--- src/rtl/data_memory.sv ---
// data_memory -- byte-addressed, big-endian 32-bit data memory for the MIPS
// datapath, built from four byte-lane arrays.
//
// Ports:
//   clk, rst_n        rising-edge clock, asynchronous active-low reset
//   req_valid/ready   request handshake (accepted when both high)
//   req_we            1 = store, 0 = load
//   req_size          00 byte, 01 halfword, 10 word, 11 reserved (error)
//   req_unsigned      loads zero-extend when 1, sign-extend when 0
//   req_addr          byte address (ADDR_SIZE+2 bits)
//   req_wdata         store data, right-justified
//   rvalid/rdata      load response one cycle after acceptance; rdata holds
//   err               one-cycle pulse for a misaligned/reserved request
//   busy              fill sweep in progress (requests are stalled)
//
// Lane k holds the byte at offset k of every word, i.e. word bits
// [31-8k -: 8]. The fill engine rewrites every word after reset when
// INIT_ON_RESET is set; the arrays themselves are never reset.

// One byte lane: asynchronous read, synchronous write, preloaded with this
// lane's slice of the INIT_MODE pattern.
module data_memory_lane #(
  parameter int ADDR_SIZE = 5,
  parameter int INIT_MODE = 1,
  parameter int LANE      = 0
) (
  input  logic                 clk,
  input  logic                 we,
  input  logic [ADDR_SIZE-1:0] addr,
  input  logic [7:0]           wdata,
  output logic [7:0]           rdata
);
  localparam int DEPTH = 1 << ADDR_SIZE;

  function automatic logic [DEPTH-1:0][7:0] lane_init();
    logic [DEPTH-1:0][7:0] v;
    logic [31:0]           w;
    for (int i = 0; i < DEPTH; i++) begin
      w    = (INIT_MODE != 0) ? 32'(i) : 32'd0;
      v[i] = w[31-8*LANE -: 8];
    end
    return v;
  endfunction

  // Power-up contents for simulation and bitstream initialisation.
  logic [DEPTH-1:0][7:0] mem = lane_init();

  always_ff @(posedge clk)
    if (we) mem[addr] <= wdata;

  assign rdata = mem[addr];
endmodule

module data_memory #(
  parameter int ADDR_SIZE     = 5,
  parameter int INIT_MODE     = 1,
  parameter int INIT_ON_RESET = 1
) (
  input  logic                 clk,
  input  logic                 rst_n,
  input  logic                 req_valid,
  output logic                 req_ready,
  input  logic                 req_we,
  input  logic [1:0]           req_size,
  input  logic                 req_unsigned,
  input  logic [ADDR_SIZE+1:0] req_addr,
  input  logic [31:0]          req_wdata,
  output logic                 rvalid,
  output logic [31:0]          rdata,
  output logic                 err,
  output logic                 busy
);
  localparam int NUM_LANES = 4;

  typedef enum logic {IDLE, FILL} state_t;
  localparam state_t RST_STATE = (INIT_ON_RESET != 0) ? FILL : IDLE;

  state_t                 state_q, state_d;
  logic [ADDR_SIZE-1:0]   fill_cnt_q, fill_cnt_d;
  logic                   fill_we;

  logic [1:0]             off;
  logic [ADDR_SIZE-1:0]   word_idx, mem_addr;
  logic                   accept, misaligned, st_ok, ld_ok;
  logic [31:0]            fill_word;
  logic [NUM_LANES-1:0]   lane_sel, lane_we;
  logic [NUM_LANES-1:0][7:0] lane_wd, lane_rd;
  logic [7:0]             ld_byte;
  logic [15:0]            ld_half;
  logic [31:0]            ld_word, ld_result;

  // ---------------- fill FSM ----------------
  always_ff @(posedge clk or negedge rst_n) begin
    if (!rst_n) begin
      state_q    <= RST_STATE;
      fill_cnt_q <= '0;
    end else begin
      state_q    <= state_d;
      fill_cnt_q <= fill_cnt_d;
    end
  end

  always_comb begin
    state_d    = state_q;
    fill_cnt_d = fill_cnt_q;
    req_ready  = 1'b0;
    busy       = 1'b0;
    fill_we    = 1'b0;
    case (state_q)
      IDLE: req_ready = 1'b1;
      FILL: begin
        busy       = 1'b1;
        fill_we    = 1'b1;
        fill_cnt_d = fill_cnt_q + 1'b1;
        // Last word written this cycle; the counter wraps to 0 on its own.
        if (&fill_cnt_q) state_d = IDLE;
      end
      default: state_d = IDLE;
    endcase
  end

  assign fill_word = (INIT_MODE != 0) ? 32'(fill_cnt_q) : 32'd0;

  // ---------------- request decode ----------------
  assign off      = req_addr[1:0];
  assign word_idx = req_addr[ADDR_SIZE+1:2];
  assign accept   = req_valid & req_ready;
  assign mem_addr = fill_we ? fill_cnt_q : word_idx;

  always_comb begin
    case (req_size)
      2'b00:   misaligned = 1'b0;
      2'b01:   misaligned = off[0];
      2'b10:   misaligned = |off;
      default: misaligned = 1'b1;
    endcase
  end

  assign st_ok = accept &  req_we & ~misaligned;
  assign ld_ok = accept & ~req_we & ~misaligned;

  // Lane select and write data. A halfword occupies lanes {off[1],0} and
  // {off[1],1}, the even lane taking the upper byte.
  always_comb begin
    lane_sel = '0;
    lane_we  = '0;
    lane_wd  = '0;
    for (int k = 0; k < NUM_LANES; k++) begin
      case (req_size)
        2'b00:   lane_sel[k] = (off == 2'(k));
        2'b01:   lane_sel[k] = (off[1] == k[1]);
        default: lane_sel[k] = 1'b1;
      endcase
      lane_we[k] = fill_we | (st_ok & lane_sel[k]);
      if (fill_we)
        lane_wd[k] = fill_word[31-8*k -: 8];
      else begin
        case (req_size)
          2'b00:   lane_wd[k] = req_wdata[7:0];
          2'b01:   lane_wd[k] = k[0] ? req_wdata[7:0] : req_wdata[15:8];
          default: lane_wd[k] = req_wdata[31-8*k -: 8];
        endcase
      end
    end
  end

  for (genvar k = 0; k < NUM_LANES; k++) begin : g_lane
    data_memory_lane #(
      .ADDR_SIZE (ADDR_SIZE),
      .INIT_MODE (INIT_MODE),
      .LANE      (k)
    ) u_lane (
      .clk   (clk),
      .we    (lane_we[k]),
      .addr  (mem_addr),
      .wdata (lane_wd[k]),
      .rdata (lane_rd[k])
    );
  end

  // ---------------- load path ----------------
  assign ld_byte = lane_rd[off];
  assign ld_half = {lane_rd[{off[1], 1'b0}], lane_rd[{off[1], 1'b1}]};
  assign ld_word = {lane_rd[0], lane_rd[1], lane_rd[2], lane_rd[3]};

  always_comb begin
    case (req_size)
      2'b00:   ld_result = {{24{~req_unsigned & ld_byte[7]}}, ld_byte};
      2'b01:   ld_result = {{16{~req_unsigned & ld_half[15]}}, ld_half};
      default: ld_result = ld_word;
    endcase
  end

  // A reset drops any response still in flight.
  always_ff @(posedge clk or negedge rst_n) begin
    if (!rst_n) begin
      rvalid <= 1'b0;
      err    <= 1'b0;
      rdata  <= '0;
    end else begin
      rvalid <= ld_ok;
      err    <= accept & misaligned;
      if (ld_ok) rdata <= ld_result;
    end
  end
endmodule

--- config.mk ---
export PLATFORM = sky130hd
export DESIGN_NAME = data_memory
export DESIGN_NICKNAME = d
export VERILOG_FILES = /design/src/rtl/data_memory.sv
export SDC_FILE = /design/constraint.sdc
export NUM_CORES = 1
export LEC_CHECK = 0
export ABC_AREA = 1
export BUFFER_PORTS_ARGS = -buffer_cell sky130_fd_sc_hd__buf_2
export CAP_MARGIN = 20
export CORE_MARGIN = 2
export CORE_UTILIZATION = 62
export DETAILED_ROUTE_END_ITERATION = 8
export PLACE_DENSITY = 0.79
export SLEW_MARGIN = 20
export SYNTH_ARGS = -nofsm -noshare
export SYNTH_HDL_FRONTEND = slang
export SYNTH_SLANG_ARGS = --single-unit
--- constraint.sdc ---
create_clock -name clk -period 3.5 [get_ports clk]
set_input_delay 0.35 -clock clk [delete_from_list [all_inputs] [get_ports clk]]
set_output_delay 0.35 -clock clk [all_outputs]
set_load 0.03 [all_outputs]
==> impl_metrics.py <==
metrics = {
    "run_status": {
        "status": "completed",
    },
    "sta": {
        "hold_violations": 0,
        "maxSlewViolCount": 0,
        "fin_crit_ns": 3.49,
        "finalCritPeriodShare_pct": 99.8,
        "max_freq_mhz": 286,
        "setup_viol": 0,
        "tightest_slew_ns": 0.852,
        "timing.slew.headroom_pct": 43.1,
        "whs_ns": 0.222,
        "rsz0062_at_grt": "no",
        "tns_ns": 0,
        "skew_ns": 0.0228,
    },
    "synth": {
        "syn_nets": 3253,
        "yosysTopAreaCell": "edfxtp_1",
        "synth_seq_area_share_pct": 75.5,
        "yosys.area_share.adder_pct": 0.0595,
        "ys_types": 35,
        "yosysWarnings": 0,
        "syn_area_per_cell_um2": 13.1,
        "async_flop_share_pct": 3.76,
        "muxShareOfSynthArea_pct": 0,
        "synth-simple-area-share_pct": 9.13,
        "syn_area_mm2": 0.0420,
        "synth-edff-count": 1024,
        "synth-compound-area-share_pct": 10.5,
        "synth_xor_area_share_pct": 0.0625,
        "synth_common_cells": "edfxtp_1 (1024), nand2_1 (616), o22ai_1 (446), inv_1 (269), o21ai_0 (209)",
        "synth_ff_type": "edfxtp_1",
        "ys_ff_latch": 1064,
        "yosysMostFrequentCell": "edfxtp_1",
        "yosys.area.top_type_share_pct": 73.1,
        "synth.area.top_cells": "edfxtp_1 (73%), o22ai_1 (6.6%), nand2_1 (5.5%)",
        "syn_inst": 3205,
        "synth_top_family_by_area": "compound AO/OA/AOI/OAI gates",
    },
    "grt": {
        "grt_max_degree": 58,
        "grt_usage_pct": 34.5,
        "grt_pass1_wl_mm": 178,
        "antenna_found_initial": 2,
        "grt.overflow.total": 0,
        "first_global_vias": 28364,
    },
    "clock_network": {
        "cts_buffers": 101,
        "clk_path_buf_depth": 3,
        "cts_tree": "yes",
        "clk-insertion-delay-late_ns": 0.69,
        "cts_num_sinks": 1064,
        "clkTransAtPathRegs_ns": 0.06,
        "h-tree-depth": 3,
        "cts_root_buf": "clkbuf_16",
    },
    "power_and_ir_drop": {
        "leakage_nw": 18.4,
        "power_density_mw_per_mm2": 569,
        "irDropWorstVdd_uv": 493,
        "finalPower_mw": 27.4,
    },
    "worst_setup_path": {
        "cp-start-kind": "flip-flop",
        "max_stage_delay_ns": 0.60,
        "path_delay_family": "simple AND/OR/NAND/NOR gates",
        "path_cells": "inv_2, buf_4, nand2_2, nand2_4, inv_4, nor2_2, bufinv_16, buf_4, o22ai_1, o21ai_0, nand3_1, nand3b_1, a21oi_1, nand2_1, nand2_1",
        "critPathKind": "reg -> reg",
        "cp.arrival_ns": 4.12,
        "cp.required_ns": 4.12,
        "crit_slowest_cell": "dfstp_2",
        "crit_fanout": 15,
        "crit_buf_inv": 5,
        "end_kind": "flip-flop",
    },
    "layout": {
        "fin_area_mm2": 0.0482,
        "layout-drive-gt1-share_pct": 14.7,
        "n_antenna_cell": 0,
        "instances_no_fill": 4366,
        "syn_to_final_growth_pct": 14.6,
        "final_nets": 3458,
    },
    "die": {
        "dieArea_mm2": 0.0699,
        "core_mm2": 0.0672,
        "die_h_um": 264,
        "rows": 95,
        "ios": 82,
        "die_width_um": 264,
        "start_util_pct": 62.6,
    },
    "place": {
        "globalplace.congestion": 1.00,
        "placed_area_mm2": 0.0447,
        "dp.cells": 4172,
        "portBuffers": 81,
        "place_hpwl_mm": 77.6,
    },
    "drt": {
        "drc": 0,
        "avgViaCountPerCell": 6.56,
        "totalWireLength_mm": 121,
        "num_vias": 28640,
        "routedWlPerCell_um": 27.8,
        "first_pass_iters": 6,
        "drt_iter0_markers": 4590,
        "ant_nets": 0,
    },
    "worst_hold_path": {
        "hold_path.class": "in -> async",
    },
    "run": {
        "cap_violations": 0,
    },
}
==> power by group <==
| group | internal (mW) | switching (mW) | leakage [nW] |
|---|---|---|---|
| logic | 0.561 | 1.53 | 6.96 |
| clock network | 6.35 | 4.75 | 1.62 |
| registers | 14.2 | 0.0976 | 9.81 |
| total | 21.1 | 6.37 | 18.4 |
==> what timing repair did <==
| item | in CTS | in global routing |
|---|---|---|
| pin swaps | 0 | 3 |
| cloned | 2 | 1 |
| hold endpoints to repair | 40 | 0 |
| gates resized for setup | 0 | 21 |
| setup buffers | 0 | 3 |
| hold buffers | 2 | 0 |
| endpoints found under the setup margin | 2 | 24 |
==> state kept, by name, indices dropped and copies added (netlist names) <==
register and count:
g_lane.u_lane.mem 1024, err 1, state_q 1, fill_cnt_q 5
rdata 32, rvalid 1
==> cells in the final DEF, fill, tap and decap left out, types with 13 or more instances in the layout <==
cell,netlist,routed
clkinv_1,0,14
nor2_2,2,19
nand3_1,74,74
buf_12,0,35
nand3b_1,28,28
buf_4,13,161
inv_1,269,269
nand2_1,616,611
edfxtp_1,1024,1024
clkinv_2,0,13
clkbuf_16,0,102
o22ai_1,446,446
o21ai_1,71,73
o21ai_0,209,203
dfrtp_1,39,39
buf_2,116,80
clkbuf_1,42,32
nor2_1,133,116
a21oi_1,42,33
bufinv_16,0,13
or2_2,24,24
==> cell families (layout without fill, tap and decap cells) <==
family | count (synthesis) | count (layout)
xor gates and xnor gates | 3 | 3
AOI/OAI and AO/OA | 770 | 770
and+or+nand+nor | 906 | 908
adders and majority gates | 2 | 2
DFF | 1064 | 1064
buffers and inverters | 460 | 746
==> per-stage QoR <==
step / setup slack (ns) / util, %
after floorplan: 0.921 / -
after global placement: -0.0119 / 66.5
after detailed placement: -0.0538 / 66.5
after CTS: -0.00277 / 71.6
after global routing: 0.00286 / 71.7
final: 0.00573 / 71.7
==> final timing paths <==
check,from,depth (start not counted),to,slack [ns]
max in group asynchronous,rst_n,2,fill_cnt_q[3],2.84
max reg2reg,state_q,15,rdata[2],0.006
min in group clk,req_addr[0],5,rdata[7],0.23
max,state_q,15,rdata[2],0.006
min reg2reg,rdata[15],2,rdata[15],0.51
min,rst_n,2,rdata[25],0.22
==> metal layers <==
metal	track usage, %	share of wire [%]	up-vias	routed length (um)
met5	0	0.019	-	23
met4	18.6	6.2	4	7460
met3	7.86	12	471	14900
met2	55.0	47	2199	57100
met1	44.7	34	13858	41800
li1	-	-	12108	-
==> cell type report <==
cell class | instances | area (um^2)
Inverter | 278 | 1080
Tap cell | 873 | 1090
Timing Repair inverter | 1 | 5.00
Fill cell | 4110 | 19000
Sequential cell | 1064 | 31800
Timing Repair Buffer | 281 | 2380
Clock inverter | 50 | 674
Multi-Input combinational cell | 1683 | 8490
Clock buffer | 136 | 2700
(Power assumes the default switching activity.)
